==> src/rtl/sprite_overlay.sv <==
// Single-sprite compositor: places a ROM-backed sprite with integer upscaling over the background pixel.
// Define SPRITE_TRANSPARENCY_EN to make texels equal to TRANSP_IDX show the background.
module sprite_overlay #(
   parameter int SPR_W      = 55,
   parameter int SPR_H      = 247,
   parameter int SCALE      = 1,
   parameter int ADDR_W     = 14,
   parameter int IDX_W      = 4,
   parameter int TRANSP_IDX = 0
) (
   input  logic              vga_clk,
   input  logic              reset,
   input  logic [9:0]        DrawX,
   input  logic [9:0]        DrawY,
   input  logic              blank,
   input  logic [9:0]        pos_x,
   input  logic [9:0]        pos_y,
   input  logic              enable,
   input  logic [3:0]        bg_red,
   input  logic [3:0]        bg_green,
   input  logic [3:0]        bg_blue,
   output logic [ADDR_W-1:0] rom_address,
   input  logic [IDX_W-1:0]  rom_q,
   input  logic [3:0]        pal_red,
   input  logic [3:0]        pal_green,
   input  logic [3:0]        pal_blue,
   output logic [3:0]        red,
   output logic [3:0]        green,
   output logic [3:0]        blue,
   output logic              sprite_hit
);

   localparam int CIW = (SPR_W > 1) ? $clog2(SPR_W) : 1;
   localparam int RIW = (SPR_H > 1) ? $clog2(SPR_H) : 1;
   localparam int SW  = (SCALE > 1) ? $clog2(SCALE) : 1;

   localparam logic [CIW-1:0]    COL_LAST = CIW'(SPR_W - 1);
   localparam logic [RIW-1:0]    ROW_LAST = RIW'(SPR_H - 1);
   localparam logic [SW-1:0]     SUB_LAST = SW'(SCALE - 1);
   localparam logic [ADDR_W-1:0] ROW_STEP = ADDR_W'(SPR_W);

   // frame-latched placement
   logic [9:0]        px_q, px_d;
   logic [9:0]        py_q, py_d;
   logic              en_q, en_d;

   // row tracking
   logic [RIW-1:0]    row_idx_q, row_idx_d;
   logic [SW-1:0]     row_sub_q, row_sub_d;
   logic [ADDR_W-1:0] row_base_q, row_base_d;
   logic              row_act_q, row_act_d;

   // column tracking: _c is the value used by the current pixel, _d what the next pixel inherits
   logic [CIW-1:0]    col_idx_q, col_idx_c, col_idx_d;
   logic [SW-1:0]     col_sub_q, col_sub_c, col_sub_d;
   logic              col_act_q, col_act_c, col_act_d;

   // stage 1
   logic [ADDR_W-1:0] addr_q, addr_d;
   logic              in_win_q, in_win_d;
   logic              blank_d1_q;
   logic [11:0]       bg_d1_q;

   // stage 2
   logic [11:0]       rgb_q, rgb_d;
   logic              hit_q, hit_d;
   logic              opaque;

   always_comb begin
      px_d = px_q;
      py_d = py_q;
      en_d = en_q;
      if (DrawX == '0 && DrawY == '0) begin
         px_d = pos_x;
         py_d = pos_y;
         en_d = enable;
      end
   end

   // the freshly latched py is used so a sprite at y=0 starts on the latch pixel
   always_comb begin
      row_idx_d  = row_idx_q;
      row_sub_d  = row_sub_q;
      row_base_d = row_base_q;
      row_act_d  = row_act_q;
      if (DrawX == '0) begin
         if (DrawY == py_d) begin
            row_idx_d  = '0;
            row_sub_d  = '0;
            row_base_d = '0;
            row_act_d  = 1'b1;
         end else if (row_act_q) begin
            if (row_sub_q == SUB_LAST) begin
               row_sub_d = '0;
               if (row_idx_q == ROW_LAST) begin
                  row_act_d = 1'b0;
               end else begin
                  row_idx_d  = row_idx_q + RIW'(1);
                  row_base_d = row_base_q + ROW_STEP;
               end
            end else begin
               row_sub_d = row_sub_q + SW'(1);
            end
         end
      end
   end

   always_comb begin
      col_idx_c = col_idx_q;
      col_sub_c = col_sub_q;
      col_act_c = col_act_q;
      if (row_act_d && DrawX == px_d) begin
         col_idx_c = '0;
         col_sub_c = '0;
         col_act_c = 1'b1;
      end

      col_idx_d = col_idx_c;
      col_sub_d = col_sub_c;
      col_act_d = col_act_c;
      if (col_act_c) begin
         if (col_sub_c == SUB_LAST) begin
            col_sub_d = '0;
            if (col_idx_c == COL_LAST) begin
               col_act_d = 1'b0;
            end else begin
               col_idx_d = col_idx_c + CIW'(1);
            end
         end else begin
            col_sub_d = col_sub_c + SW'(1);
         end
      end
   end

   always_comb begin
      addr_d   = row_base_d + ADDR_W'(col_idx_c);
      in_win_d = en_d & row_act_d & col_act_c;
   end

`ifdef SPRITE_TRANSPARENCY_EN
   assign opaque = (rom_q != IDX_W'(TRANSP_IDX));
`else
   logic unused_idx;
   assign unused_idx = ^{rom_q, IDX_W'(TRANSP_IDX)};
   assign opaque     = 1'b1;
`endif

   always_comb begin
      rgb_d = '0;
      hit_d = 1'b0;
      if (blank_d1_q) begin
         if (in_win_q && opaque) begin
            rgb_d = {pal_red, pal_green, pal_blue};
            hit_d = 1'b1;
         end else begin
            rgb_d = bg_d1_q;
         end
      end
   end

   always_ff @(posedge vga_clk or posedge reset) begin
      if (reset) begin
         px_q       <= '0;
         py_q       <= '0;
         en_q       <= 1'b0;
         row_idx_q  <= '0;
         row_sub_q  <= '0;
         row_base_q <= '0;
         row_act_q  <= 1'b0;
         col_idx_q  <= '0;
         col_sub_q  <= '0;
         col_act_q  <= 1'b0;
         addr_q     <= '0;
         in_win_q   <= 1'b0;
         blank_d1_q <= 1'b0;
         bg_d1_q    <= '0;
         rgb_q      <= '0;
         hit_q      <= 1'b0;
      end else begin
         px_q       <= px_d;
         py_q       <= py_d;
         en_q       <= en_d;
         row_idx_q  <= row_idx_d;
         row_sub_q  <= row_sub_d;
         row_base_q <= row_base_d;
         row_act_q  <= row_act_d;
         col_idx_q  <= col_idx_d;
         col_sub_q  <= col_sub_d;
         col_act_q  <= col_act_d;
         addr_q     <= addr_d;
         in_win_q   <= in_win_d;
         blank_d1_q <= blank;
         bg_d1_q    <= {bg_red, bg_green, bg_blue};
         rgb_q      <= rgb_d;
         hit_q      <= hit_d;
      end
   end

   assign rom_address = addr_q;
   assign red         = rgb_q[11:8];
   assign green       = rgb_q[7:4];
   assign blue        = rgb_q[3:0];
   assign sprite_hit  = hit_q;

endmodule

==> config.mk <==
export PLATFORM = sky130hd
export DESIGN_NAME = sprite_overlay
export DESIGN_NICKNAME = d
export VERILOG_FILES = /design/src/rtl/sprite_overlay.sv
export SDC_FILE = /design/constraint.sdc
export NUM_CORES = 1
export LEC_CHECK = 0
export ABC_AREA = 1
export BUFFER_PORTS_ARGS = -buffer_cell sky130_fd_sc_hd__buf_4
export CAP_MARGIN = 5
export CORE_MARGIN = 1
export CORE_UTILIZATION = 35
export DETAILED_ROUTE_END_ITERATION = 12
export GPL_TIMING_DRIVEN = 0
export PLACE_DENSITY = 0.67
export SLEW_MARGIN = 20
export SYNTH_ARGS = -nofsm -noshare
export SYNTH_HDL_FRONTEND = slang
export SYNTH_SLANG_ARGS = --single-unit
==> constraint.sdc <==
create_clock -name vga_clk -period 3.2 [get_ports vga_clk]
set_clock_uncertainty 0.1 [all_clocks]
set_input_delay 0.48 -clock vga_clk [delete_from_list [all_inputs] [get_ports vga_clk]]
set_output_delay 0.48 -clock vga_clk [all_outputs]
set_load 0.02 [all_outputs]
# Yosys cells after proc, flatten, opt, wreduce, memory -nomap -nowiden
# Index checks and enable logic that the tools add are counted.
# Widths: inputs -> output; s select.
[totals]
out_inout_bits = 27
n_memories = 0
latchBits = 0
ramBits = 0
in_bits = 72
rom_bits = 0
elab_cells = 72
regBits = 94
[classes]
bitwise = 2
n_mux = 35
n_eq_ne = 6
addsub = 6
reduce_logical = 7
n_div = 0
order_cmp = 0
multipliers = 0
shifts = 0
[op_table]
columns = ["op", "n"]
rows = [
  ["$mux 14", 5],
  ["$mux 8", 4],
  ["$mux 12", 2],
  ["$mux 6", 4],
  ["$eq 10x10->1", 2],
  ["$logic_not 10->1", 2],
  ["$mux 10", 2],
  ["$mux 1", 18],
  ["$add 14x6->14", 1],
  ["$add 14x6->14 const B", 1],
  ["$add 8x1->8 const B", 1],
  ["$eq 8x8->1 const B", 1],
  ["$add 6x1->6 const B", 1],
  ["$eq 6x6->1 const B", 1],
  ["$reduce_and 4->1", 1],
  ["$add 1x1->1 const B", 2],
  ["$and 1x1->1", 2],
  ["$logic_and 1x1->1", 2],
  ["$ne 2x1->1 const B", 1],
  ["$ne 2x2->1 const B", 1],
  ["$reduce_and 2->1", 1],
  ["$reduce_bool 2->1", 1],
]

# Logic depth before layout (Yosys ltp)
[depth]
word_depth = 12
depth_mapped = 27
mapped_depth_nobuf = 26

# Worst setup path before layout
# Ideal clock, no wire load.
[synth_timing]
path_type = "input to register"
startpoint = "in DrawX[2]"
endpoint = "reg addr_q[6], in the netlist rom_address[6]"
t_arrival_ns = 3.146
path_slack_ns = -0.162
setup_ns = 0.117
path_buffers = 2
t_required_ns = 2.983
path_stages = 24
path_cell_list = "nor2_1 -> nand3_2 -> nor2_8 -> nand2_4 -> buf_6 -> buf_6 -> nand2_2 -> nand2_2 -> xor2_1 -> nor2_1 -> nand3_1 -> nor2_2 -> nand2_4 -> inv_2 -> nor2_1 -> ha_1 -> fa_1 -> nand2_1 -> nand3b_2 -> nand3_2 -> nand2_1 -> nand2_1 -> nand2_1 -> nand2_1"
[synth_between]
elab_cells_between_ends = 13
classes_between = "add/sub: 1; eq/ne: 2; mux: 7; reduce/logical: 3"
[synth_rtl]
columns = ["item", "line", "rtl"]
rows = [
  ["start: declaration", "13", "input logic [9:0] DrawX,"],
  ["$logic_not 10->1", "73", "if (DrawX == '0 && DrawY == '0) begin"],
  ["$logic_and 1x1->1", "73", ""],
  ["$mux 10", "73", ""],
  ["net px_d[8]", "43", "logic [9:0] px_q, px_d;"],
  ["$eq 10x10->1", "112", "if (row_act_d && DrawX == px_d) begin"],
  ["$logic_and 1x1->1", "112", ""],
  ["$mux 6", "112", ""],
  ["$add 14x6->14", "136", "addr_d = row_base_d + ADDR_W'(col_idx_c);"],
  ["net addr_d[6]", "59", "logic [ADDR_W-1:0] addr_q, addr_d;"],
  ["end signal: assignment", "190", "addr_q <= addr_d;"],
  ["end: declaration", "59", ""],
]
# The timed path passes the listed nets, and every way through them passes these cells.
# A chain may end at the register's enable or synchronous reset.

# Final worst setup path
[layout_timing]
startpoint = "in DrawX[9]"
endpoint = "reg addr_q[6], in the netlist rom_address[6]"
# Same word-level chain as after synthesis.

==> results.yml <==
clocking:
  cts_root_buf: "clkbuf_16"
  cts.sinks: 93
  cts_tree: "yes"
  clkSlewWorstSetupHoldPaths_ps: 60
  clockBufferDepth: 2
  clock_latency_ps: 340
  htreeDepth: 3
  numCtsBuffers: 9
worst_hold_path:
  hold_depth: 1
  min_from: "bg_red[2]"
  hold_end: "bg_d1_q[10]"
  hp-class: "primary input to flip-flop"
setup_path:
  timing.rr.end: "rom_address[13]"
  worstSetupStartpointType: "primary input"
  cp_common_cell: "nand2_4"
  r2r-start: "row_idx_q[0]"
  worst-setup-path-type: "primary input to flip-flop"
  crit_arrival_ps: 3380
  cp_top_family: "simple AND/OR/NAND/NOR gates"
  worstPathRequired_ps: 3320
  worstPathMaxFanout: 7
  cp-end-kind: "flip-flop"
  r2r.worst_path.cells: 18
  r2r_slack_ps: 130
  cp.buffers_inverters: 4
  cp_slowest_stage_delay_ps: 410
  critical-path-slowest-cell: "fa_2"
synthesis:
  synth_top_family_by_area: "simple AND/OR/NAND/NOR gates"
  synth-seq-area-share_pct: 48.3
  synthTopCellsByCount: "nand2_1, dfrtp_1, inv_1"
  avgSynthCellArea_um2: 8.45
  syn_area_um2: 4820
  synth-adder-area-share_pct: 3.01
  yosysMostFrequentCell: "nand2_1"
  syn_nets: 653
  synthCells: 570
  synth-seq-cells: 93
  yosysUniqueCellTypes: 41
  synth.area.top_cells: "dfrtp_1, nand2_1, nand3_1"
  synthSimpleGateAreaFrac_pct: 30.9
  synthArstFlopShare_pct: 100
  ys.flop_type: "dfrtp_1"
  synth_largest_area_cell: "dfrtp_1"
  synth_compound_area_share_pct: 4.26
  synth-edff-count: 0
  synth_warnings: 0
  synth_xor_area_share_pct: 5.64
  yosysTopAreaCellShare_pct: 48.3
  muxShareOfSynthArea_pct: 0.234
sta:
  period_minus_slack_ps: 3270
  rsz0062_at_grt: "true"
  slew_headroom_pct: 68.7
  fin_hold_ws_ps: 147
  tightest_slew_ps: 464
  tns_ps: -211
  setup_ws_ps: -66.3
  fmax_mhz: 306
  setup_violations: 5
  final_max_slew_viol_count: 0
  hold_violations: 0
  timing.final.crit_share_pct: 102
global_routing:
  grt_pass1_wl_mm: 18.3
  grt_max_degree: 80
  first_global_vias: 4099
  track_usage_pct: 16.1
  grt_antenna_before_repair: 0
  overflow: 0
place:
  dp_hpwl_mm: 7.85
  io_buffers: 94
  place.gp.congestion: 0.859
  placed_cells: 841
  place_ws_ps: -692
layout:
  multi_input_area_um2: 2470
  antenna_cells: 0
  area.growth.synth_to_final_pct: 40.6
  final_util_pct: 50.7
  seq_area_um2: 2330
  drive_above_1_share_pct: 35.0
  layout.nets: 789
  nFillCells: 1235
  fin_cells: 887
floorplanning:
  start_util_pct: 36.1
  core_um2: 13300
  ioPinCount: 99
  die_w_um: 119
  fp.dieH_um: 119
  rows: 42
  die-area_um2: 14200
power_and_ir_drop:
  worst_ir_drop_vdd_uv: 237
  seqPwrFrac_pct: 48.6
  p_int_mw: 1.93
  comb_power_share_pct: 7.3
  p_leak_nw: 3.58
  switchingPower_uw: 533
  p_per_area_nw_per_um2: 364
  p_sw_share_pct: 21.6
  pwr-share-clk_pct: 44.1
run_status:
  outcome: "finished, violations left"
  violations: "negative setup slack"
drt:
  drt_pass1_iterations: 4
  drc: 0
  vias: 4157
  viasPerCell: 4.69
  wire_per_inst_um: 13.0
  drt_iter0_drc: 189
  wl_mm: 11.5
  antenna_left: 0
job:
  drv_cap: 0
metal layers:
layer  up-vias  track usage (%)  part of all wire (%)
met3        17             2.87                   4.7
met5         -                0                     0
met1      1968             19.6                    42
li1       2068                -                     -
met4         0             7.34                   1.7
met2       104             27.8                    51
power by group through the flow:
| stage | clock network [mW] | logic, mW | registers, mW |
|---|---|---|---|
| 3_5_place_dp | 0 | 0.169 | 1.22 |
| 3_3_place_gp | 0 | 0.160 | 1.22 |
| 4_1_cts | 1.12 | 0.176 | 1.20 |
| 6_report | 1.09 | 0.180 | 1.20 |
| 2_1_floorplan | 0 | 0.0526 | 1.23 |
| 5_1_grt | 1.16 | 0.198 | 1.20 |
sequential cells by signal, indices dropped and copies added, names as in the netlist:
register	cells
bg_d1_q	12
col_idx_q	6
in_win_q	1
rom_address	14
en_q	1
row_idx_q	8
sprite_hit	1
row_act_q	1
col_act_q	1
row_base_q	14
blank_d1_q	1
px_q	10
col_sub_q	1
rgb_q	12
py_q	10
layout make-up:
| class | count | area share, % |
|---|---|---|
| Multi-Input combinational cell | 389 | 36.5 |
| Buffer | 9 | 1.39 |
| Sequential cell | 93 | 34.4 |
| Tap cell | 176 | 3.25 |
| Timing Repair Buffer | 126 | 15.5 |
| Inverter | 78 | 4.54 |
| Clock buffer | 13 | 3.84 |
| Clock inverter | 3 | 0.647 |
cells in the final DEF (no fill, tap or decap), types with 2 or more instances in the layout:
| cell type | instances |
|---|---|
| a21oi_1 | 5 |
| buf_16 | 2 |
| buf_4 | 109 |
| buf_6 | 13 |
| buf_8 | 5 |
| clkbuf_1 | 4 |
| clkbuf_16 | 9 |
| clkbuf_8 | 2 |
| dfrtp_1 | 93 |
| ha_1 | 5 |
| ha_4 | 5 |
| inv_1 | 66 |
| inv_2 | 8 |
| nand2_1 | 115 |
| nand2_2 | 26 |
| nand2_4 | 11 |
| nand3_1 | 57 |
| nand3_2 | 3 |
| nand3_4 | 4 |
| nand3b_1 | 5 |
| nand4_1 | 6 |
| nor2_1 | 46 |
| nor2_2 | 6 |
| nor2_4 | 14 |
| nor3_1 | 5 |
| nor3_2 | 2 |
| nor4_1 | 2 |
| o21ai_0 | 17 |
| o21ai_1 | 2 |
| o21ai_4 | 2 |
| or2_2 | 6 |
| xnor2_1 | 10 |
| xor2_1 | 18 |
timing repair:
item	CTS	global route
hold endpoints to repair	14	0
setup endpoints to repair	16	18
resized for setup	27	59
pin swaps	24	46
hold buffers	1	0
cloned	2	0
setup buffers	14	15
cell families (layout without fill, tap and decap cells):
| kind of cell | count (synthesis) | count (layout) |
|---|---|---|
| muxes | 1 | 1 |
| and+or+nand+nor | 312 | 312 |
| DFF | 93 | 93 |
| AOI/OAI and AO/OA | 34 | 34 |
| buffers and inverters | 88 | 229 |
| xor gates and xnor gates | 31 | 31 |
| adders and majority gates | 11 | 11 |
how the worst max path moves through the flow:
stage / start / to / slack [ps] / cells after the start
after floorplan: DrawX[6] / rom_address[6] / -70 / 24
final: DrawX[9] / rom_address[6] / -70 / 25
after global placement: reset / rom_address[3] / -950 / 2
after detailed placement: DrawX[6] / rom_address[12] / -690 / 23
after CTS: DrawX[4] / rom_address[6] / 10 / 24
after global routing: DrawX[9] / rom_address[6] / -290 / 25
stage by stage:
step                total power, mW  cell area [um2]
floorplan                      1.28             4910
global placement               1.38             5830
detailed placement             1.39             5870
CTS                            2.50             6400
global route                   2.56             6770
finish                         2.47             6770
(Power assumes the default switching activity.)
